--- src/rtl/dig_out_rails_ctrl.sv ---
// rtl/dig_out_rails_ctrl.sv - rail code register bank with per-bank start/ack sequencing
module dig_out_rails_ctrl #(
   parameter int RAILS_DELAY_TIME_EXP = 16,
   parameter int ACK_TIMEOUT          = 15
) (
   input  logic        xclk,
   input  logic        reset,
   input  logic        wr_strobe,
   input  logic        rd_strobe,
   input  logic [2:0]  addr,
   input  logic [15:0] wr_data,
   output logic [15:0] rd_data,
   output logic [3:0]  rail_change_start,
   input  logic [3:0]  rail_change_ack,
   output logic [15:0] stored_bank_rails,
   output logic [3:0]  busy
);
   localparam int CW = RAILS_DELAY_TIME_EXP + 2;
   localparam logic [CW-1:0] SETTLE_LAST = CW'((1 << RAILS_DELAY_TIME_EXP) + 3);
   localparam logic [7:0]    ACK_LAST    = 8'(ACK_TIMEOUT - 1);

   typedef enum logic [1:0] {IDLE, START, SETTLE} bank_state_t;

   bank_state_t   state [4];
   bank_state_t   state_n [4];
   logic [3:0]    applied [4];
   logic [3:0]    applied_n [4];
   logic [3:0]    pend_code [4];
   logic [3:0]    pend_code_n [4];
   logic [7:0]    ack_tmr [4];
   logic [7:0]    ack_tmr_n [4];
   logic [CW-1:0] settle_cnt [4];
   logic [CW-1:0] settle_cnt_n [4];
   logic [3:0]    pend, pend_n;
   logic [3:0]    start_n, busy_n;
   logic [3:0]    terr, terr_n;
   logic [3:0]    req;
   logic [3:0]    req_code;
   logic          status_wr;
   logic          unused_wr_bits;

   assign unused_wr_bits = ^wr_data[15:8];
   assign status_wr = wr_strobe && (addr == 3'd4);

   always_comb begin
      req      = 4'b0;
      req_code = wr_data[3:0];
      if (wr_strobe) begin
         if (!addr[2]) begin
            req[addr[1:0]] = 1'b1;
         end else if (addr == 3'd5) begin
            req      = 4'hF;
            req_code = 4'hF;
         end
      end
   end

   always_comb begin
      state_n      = state;
      applied_n    = applied;
      pend_code_n  = pend_code;
      ack_tmr_n    = ack_tmr;
      settle_cnt_n = settle_cnt;
      pend_n       = pend;
      start_n      = rail_change_start;
      busy_n       = busy;
      terr_n       = terr;
      for (int b = 0; b < 4; b++) begin
         if (status_wr && wr_data[4+b]) terr_n[b] = 1'b0;
         case (state[b])
            IDLE: begin
               // a fresh request overrides anything left queued
               if (req[b] || pend[b]) begin
                  applied_n[b] = req[b] ? req_code : pend_code[b];
                  pend_n[b]    = 1'b0;
                  start_n[b]   = 1'b1;
                  busy_n[b]    = 1'b1;
                  ack_tmr_n[b] = 8'd0;
                  state_n[b]   = START;
               end
            end
            START: begin
               if (req[b]) begin
                  pend_n[b]      = 1'b1;
                  pend_code_n[b] = req_code;
               end
               if (rail_change_ack[b]) begin
                  start_n[b]      = 1'b0;
                  settle_cnt_n[b] = '0;
                  state_n[b]      = SETTLE;
               end else if (ack_tmr[b] == ACK_LAST) begin
                  start_n[b] = 1'b0;
                  terr_n[b]  = 1'b1;
                  busy_n[b]  = 1'b0;
                  state_n[b] = IDLE;
               end else begin
                  ack_tmr_n[b] = ack_tmr[b] + 8'd1;
               end
            end
            SETTLE: begin
               if (req[b]) begin
                  pend_n[b]      = 1'b1;
                  pend_code_n[b] = req_code;
               end
               if (settle_cnt[b] == SETTLE_LAST) begin
                  state_n[b] = IDLE;
                  // a write on this very cycle stays queued and launches from IDLE
                  if (!req[b] && pend[b]) begin
                     applied_n[b] = pend_code[b];
                     pend_n[b]    = 1'b0;
                     start_n[b]   = 1'b1;
                     ack_tmr_n[b] = 8'd0;
                     state_n[b]   = START;
                  end else if (!req[b]) begin
                     busy_n[b] = 1'b0;
                  end
               end else begin
                  settle_cnt_n[b] = settle_cnt[b] + 1'b1;
               end
            end
            default: state_n[b] = IDLE;
         endcase
      end
   end

   always_ff @(posedge xclk) begin
      if (reset) begin
         for (int b = 0; b < 4; b++) begin
            state[b]      <= IDLE;
            applied[b]    <= 4'hF;
            pend_code[b]  <= 4'h0;
            ack_tmr[b]    <= 8'd0;
            settle_cnt[b] <= '0;
         end
         pend              <= 4'b0;
         terr              <= 4'b0;
         rail_change_start <= 4'b0;
         busy              <= 4'b0;
      end else begin
         state             <= state_n;
         applied           <= applied_n;
         pend_code         <= pend_code_n;
         ack_tmr           <= ack_tmr_n;
         settle_cnt        <= settle_cnt_n;
         pend              <= pend_n;
         terr              <= terr_n;
         rail_change_start <= start_n;
         busy              <= busy_n;
      end
   end

   always_ff @(posedge xclk) begin
      if (reset) begin
         rd_data <= 16'h0000;
      end else if (rd_strobe) begin
         case (addr)
            3'd0, 3'd1, 3'd2, 3'd3:
               rd_data <= {7'b0, pend[addr[1:0]], pend_code[addr[1:0]], applied[addr[1:0]]};
            3'd4:    rd_data <= {8'b0, terr, busy};
            default: rd_data <= 16'h0000;
         endcase
      end
   end

   assign stored_bank_rails = {applied[3], applied[2], applied[1], applied[0]};
endmodule
--- config.mk ---
export PLATFORM = sky130hd
export DESIGN_NAME = dig_out_rails_ctrl
export DESIGN_NICKNAME = d
export VERILOG_FILES = /design/src/rtl/dig_out_rails_ctrl.sv
export SDC_FILE = /design/constraint.sdc
export NUM_CORES = 1
export LEC_CHECK = 0
export CAP_MARGIN = 20
export CORE_ASPECT_RATIO = 2
export CORE_MARGIN = 4
export CORE_UTILIZATION = 41
export DETAILED_ROUTE_END_ITERATION = 7
export PLACE_DENSITY = 0.63
export SLEW_MARGIN = 20
export SYNTH_ARGS = -nofsm -noshare
export SYNTH_HDL_FRONTEND = slang
export SYNTH_SLANG_ARGS = --single-unit
--- constraint.sdc ---
create_clock -name xclk -period 2.6 [get_ports xclk]
set_clock_uncertainty 0.1 [all_clocks]
set_input_delay 0.65 -clock xclk [delete_from_list [all_inputs] [get_ports xclk]]
set_output_delay 0.65 -clock xclk [all_outputs]
set_load 0.02 [all_outputs]
==> out/metrics.yaml, run 1 <==
status: "complete, but fails checks"
violations: "setup timing"
clk_pin_slew_ns: 0.07
post_drt_via_cell_ratio: 5.85
clk_latency_ns: 0.46
power_density_nw_per_um2: 687
antenna_found_initial: 0
hold_buffers: 0
hp-class: "reg -> reg"
setup_violations: 3
cp.required_ns: 2.83
syn_area_per_cell_sq_um: 8.21
synth_mux_area_share_pct: 4.02
synth-seq-cells: 169
yosysWarnings: 0
rows: 77
layout-drive-gt1-share_pct: 17.7
synth_top_family_by_area: "simple AND/OR/NAND/NOR gates"
grt_pass1_wl_um: 43500
grt_use_total_pct: 21.6
antenna_cells: 0
p_leak_nw: 4.14
dr.pass1.iters: 5
dp_cells: 1523
synthCells: 1123
slowest_stage: "or4b_4"
dieWidth_um: 114
cts_max_level: 4
cts_tree: "done"
gr-total-overflow: 0
ys_types: 69
synthArstFlopShare_pct: 0
synth_compound_area_share_pct: 20.2
critical_path.cell_chain: "ha_4 > or4b_4 > o41a_1 > buf_4 > or3_4 > buf_6 > o31ai_2 > a21oi_1"
crit_buf_inv: 2
drv_cap: 0
cts.sinks: 169
vias: 9151
worst_slew_pin_slew_ns: 0.691
io_buffers: 51
cts_buffers: 17
clockBufferDepth: 2
syn_area_sq_um: 9220
cp_max_fo: 7
max_clock_freq_mhz: 379
crit_family: "simple AND/OR/NAND/NOR gates"
die_area_sq_um: 25100
period_share_pct: 101
maxSlewViolCount: 0
drt_iter0_drc: 526
final_cell_mix: "167 x dfxtp_1, 121 x buf_4, 111 x nor2_1"
ys.flop_type: "dfxtp_1"
synth-edff-count: 0
dp_worst_setup_slack_ns: -0.576
slowest_delay_ns: 0.45
ios: 67
crit_type: "reg -> reg"
ant_nets: 0
nets: 1331
finalPower_mw: 8.08
hpwl_um: 19500
irDropWorstVdd_v: 0.000373
end_kind: "flip-flop"
routed_wl_um: 27000
synthXorXnorAreaFrac_pct: 3.04
final.setup.tns_ns: -0.101
synth_seq_area_share_pct: 36.7
first_global_vias: 8737
die_y_um: 220
wl_per_cell_um: 17.3
layoutNonFillerInstCount: 1565
finalHoldViolations: 0
startpoint_type: "flip-flop"
grt_max_degree: 55
setup_ws_ns: -0.0371
gp_congestion: 0.907
layout_commonest_cell: "dfxtp_1"
synth-simple-area-share_pct: 27.7
root_buffer: "clkbuf_16"
synthAdderAreaFrac_pct: 3.80
rsz0062_at_grt: "yes"
slew_headroom_pct: 53.8
drc: 0
finalCriticalPeriod_ns: 2.64
synthToLayoutAreaGrowth_pct: 27.7
arrival_ns: 2.87
hold_slack_ns: 0.360
start_util_pct: 41.6
core_area_sq_um: 22200
## worst reg2reg max path, delay by kind of cell, from the launching register on
kind	cells	cell delay, ns
AOI/OAI and AO/OA	3	0.74
adders and majority gates	1	0.13
buffers and inverters	2	0.32
DFF	1	0.36
and+or+nand+nor	2	0.88
## registers in the layout, indices dropped and copies added (netlist names)
signal             flops
pend                   4
stored_bank_rails     16
terr                   4
busy                   4
rail_change_start      4
ack_tmr               32
rd_data                9
pend_code             16
state                  8
settle_cnt            72
## logic make-up after synthesis
| group | after synthesis |
|---|---|
| AO/OA/AOI/OAI | 297 |
| XOR/XNOR | 32 |
| adder cells (fa/ha/maj) | 28 |
| buffers and inverters | 102 |
| flip-flops | 169 |
| multiplexers | 25 |
| other | 1 |
| AND/OR/NAND/NOR | 469 |
## report_power, final
group          internal, mW  switching, mW  leakage [nW]  total, mW
logic                  1.14           1.36          2.49       2.49
clock network          1.54           1.11         0.284       2.64
registers              2.76          0.189          1.37       2.95
total                  5.43           2.65          4.14       8.08
## Yosys cell counts (all sizes together) (4+ instances only)
library cell | instances | area share, %
a311o | 4 | 0.43
dfxtp | 169 | 37
clkbuf | 46 | 1.9
o211ai | 4 | 0.33
or4b | 7 | 0.76
inv | 40 | 1.6
and4 | 5 | 0.48
nor3 | 33 | 1.8
mux4 | 9 | 2.2
mux2 | 6 | 0.73
o31a | 4 | 0.38
nand3 | 60 | 3.3
and3 | 13 | 0.88
or4 | 44 | 3.6
o31ai | 36 | 2.9
a21oi | 108 | 5.9
a211oi | 6 | 0.49
a221oi | 9 | 0.86
o21ai | 68 | 3.7
nand2 | 58 | 2.4
nand4 | 27 | 1.8
nand2b | 10 | 0.68
and2 | 15 | 1.0
ha | 28 | 3.8
buf | 13 | 0.91
nor4 | 17 | 1.2
a31oi | 9 | 0.61
mux2i | 10 | 1.1
xnor2 | 16 | 1.5
nor4b | 5 | 0.48
o311ai | 12 | 1.1
nor2 | 111 | 4.5
or3 | 35 | 2.4
xor2 | 16 | 1.5
nor2b | 9 | 0.61
o21a | 6 | 0.49
a31o | 4 | 0.38
or2 | 5 | 0.34
## final timing paths
kind | start | end | slack (ns) | depth (start not counted)
setup reg to reg | settle_cnt[1] | ack_tmr[2] | -0.04 | 8
hold / removal | rd_data[8] | rd_data[8] | 0.36 | 2
hold reg to reg | rd_data[8] | rd_data[8] | 0.36 | 2
setup / recovery | settle_cnt[1] | ack_tmr[2] | -0.04 | 8
## layer usage
metal / vias up / share of wire [%] / GRT usage [%] / wire length [um]
met1: 4409 / 39 / 23.1 / 10500
met3: 47 / 4.1 / 4.48 / 1100
met2: 173 / 54 / 40.6 / 14700
met4: 0 / 2.8 / 8.52 / 755
li1: 4522 / - / - / -
met5: - / 0 / 0 / 0
## stage by stage
step                      instance area, sq um  utilization, %
after floorplan                           9310               -
after global placement                   10900            49.1
after detailed placement                 10900            49.1
after CTS                                11500            51.9
after global routing                     11800            53.1
final                                    11800            53.1
## cell type report
type,count,area [sq um]
well taps,276,345
clock buffers,21,450
flip-flops and latches,169,3390
repair buffers,185,1630
inverters,43,161
multi-input cells,860,5650
clock inverters,11,145
fillers,2114,10400
## timing repair
item / CTS / global route
pin swaps: 0 / 24
setup buffers: 0 / 5
endpoints found under the hold margin: 0 / 0
cloned: 2 / 3
endpoints found under the setup margin: 13 / 38
resized for setup: 6 / 39
(Power assumes the default switching activity.)
==> run 2, diff against run 1 <==
--- a/config.mk
+++ b/config.mk
@@ -9,6 +9,7 @@
 export CORE_ASPECT_RATIO = 2
 export CORE_MARGIN = 4
 export CORE_UTILIZATION = 41
+export CTS_CLUSTER_SIZE = 25
 export DETAILED_ROUTE_END_ITERATION = 7
 export PLACE_DENSITY = 0.63
 export SLEW_MARGIN = 20
==> results of run 2 <==
Same layout as run 1: the final DEF is identical, and so are final timing and power.
==> variant: new RTL, config.mk and constraints of run 2 <==
The parameter `RAILS_DELAY_TIME_EXP` goes from 16 to 17.
--- a/src/rtl/dig_out_rails_ctrl.sv
+++ b/src/rtl/dig_out_rails_ctrl.sv
@@ -1,5 +1,5 @@
 // rtl/dig_out_rails_ctrl.sv - rail code register bank with per-bank start/ack sequencing
 module dig_out_rails_ctrl #(
-   parameter int RAILS_DELAY_TIME_EXP = 16,
+   parameter int RAILS_DELAY_TIME_EXP = 17,
    parameter int ACK_TIMEOUT          = 15
 ) (
Formal check against the unedited RTL: no difference found for any inputs over 4 cycles, from zero or initial values and one cycle with reset high; that may be too few to reach the edited logic, so the function may still have changed.
==> variant against run 2 <==
Global-route usage shrank 0.83 points; sequential cell count grew 4; setup slack gained 0.11 ns; area after synthesis grew 1.2%; critical path depth grew 1; final area shrank 1.9%; wire length shrank 3.1%; total power grew 0.80%.
==> variant: results (changes against run 2) <==
stage	metric	value	unit	change
synthesis	post-synthesis mux area share	3.55	%	-0.46 points
worst_setup_path	FF-to-FF End	ack_tmr[14]		
min_path	hold wc startpoint	rail_change_start[2]		
synthesis	xor and xnor area share after synthesis	4.32	%	+1.3 points
worst_setup_path	Max FO, Critical Path	6		-1
power_and_ir_drop	Int Power	5.63	mW	+3.6%
routing	routed wl met2	14.2	mm	-3.7%
min_path	Hold EP	rail_change_start[2]		
synthesis	Synth top cells by count	dfxtp_1, nor2_1, a21oi_1, nand3_1, o21ai_0		
routing	WL per Instance	17.0	um	-1.5%
placement	Routability Congestion	0.890		-1.9%
placement	post-DP HPWL	19.6	mm	+0.51%
routing	wire length on met1	10.1	mm	-3.2%
worst_setup_path	reg2reg start	settle_cnt[20]		
synthesis	Post-Synth Adder-Cell Area	3.75	%	-0.045 points
routing	Via density	5.83		-0.24%
synthesis	Synth area leaders	dfxtp_1, nor2_1, a21oi_1		
routing	met3 wire len	1.01	mm	-7.7%
power_and_ir_drop	Leak	4.13	nW	-0.14%
finish	share of post-route cells with drive strength above 1	14.9	%	-2.8 points
power_and_ir_drop	Clock net power	2.97	mW	+13%
global_route	GRT Overall Usage	20.8	%	-0.83 points
timing	WHS	0.374	ns	+0.0134 ns
worst_setup_path	internal reg-to-reg setup slack	0.11	ns	+0.15 ns
finish	final net count	1305		-2.0%
finish	fillers	2148		+1.6%
timing	Rel. slew slack	54.5	%	+0.65 points
outcome	status	finished, final reports clean		
global_route	largest net degree at the start of global routing	72		+31%
power_and_ir_drop	Gate power share	26.9	%	-4.0 points
variant: cell types whose count changed after synthesis, sizes merged, moves of 10 or more:
cell and change:
a21oi -20, o211ai +18, or3 -16, nor2 +13
o22ai +12, o311ai -11, xor2 +11, clkbuf -10
variant: what timing repair did:
| item | in CTS | in global routing |
|---|---|---|
| setup endpoints to repair | 0 | 15 |
| gates resized for setup | 0 | 6 |
| hold buffers | 0 | 0 |
variant: critical path, cell delays in order:
cell,delay (ns)
clkdlybuf4s50_1,0.39
buf_4,0.17
buf_4,0.15
nand2b_1,0.15
buf_4,0.14
nor2_1,0.22
a2bb2oi_1,0.41
nand2b_1,0.32
o211ai_1,0.14
variant: cell families after synthesis:
family,after synthesis
DFF,173
other,1
adders and majority gates,28
buffers and inverters,97
muxes,21
AOI/OAI and AO/OA,274
xor gates and xnor gates,46
and+or+nand+nor,480
variant: metrics by stage:
stage	instances	cell area, um2	util [%]	TNS, ns
2_1_floorplan	1126	9350	-	0
3_5_place_dp	1507	10800	48.7	-12.90
6_report	1539	11500	51.9	0
3_3_place_gp	1507	10800	48.7	-11.46
4_1_cts	1539	11500	51.8	0
5_1_grt	1539	11500	51.9	-0.0107
variant: worst max path at each step:
stage	from	endpoint	slack (ns)
after floorplan	addr[2]	ack_tmr[14]	0.08
after global placement	addr[1]	stored_bank_rails[2]	-0.32
after detailed placement	addr[2]	ack_tmr[30]	-0.35
after CTS	settle_cnt[19]	ack_tmr[14]	0.07
after global routing	settle_cnt[20]	ack_tmr[14]	-0.01
final	addr[1]	stored_bank_rails[2]	0.08
variant: cell type report:
type                            instances  area share [%]
Tap cell                              276            2.99
Clock inverter                         14            2.07
Timing Repair Buffer                  159            11.9
Inverter                               43            1.40
Multi-Input combinational cell        856            47.8
Clock buffer                           18            3.80
Sequential cell                       173            30.0
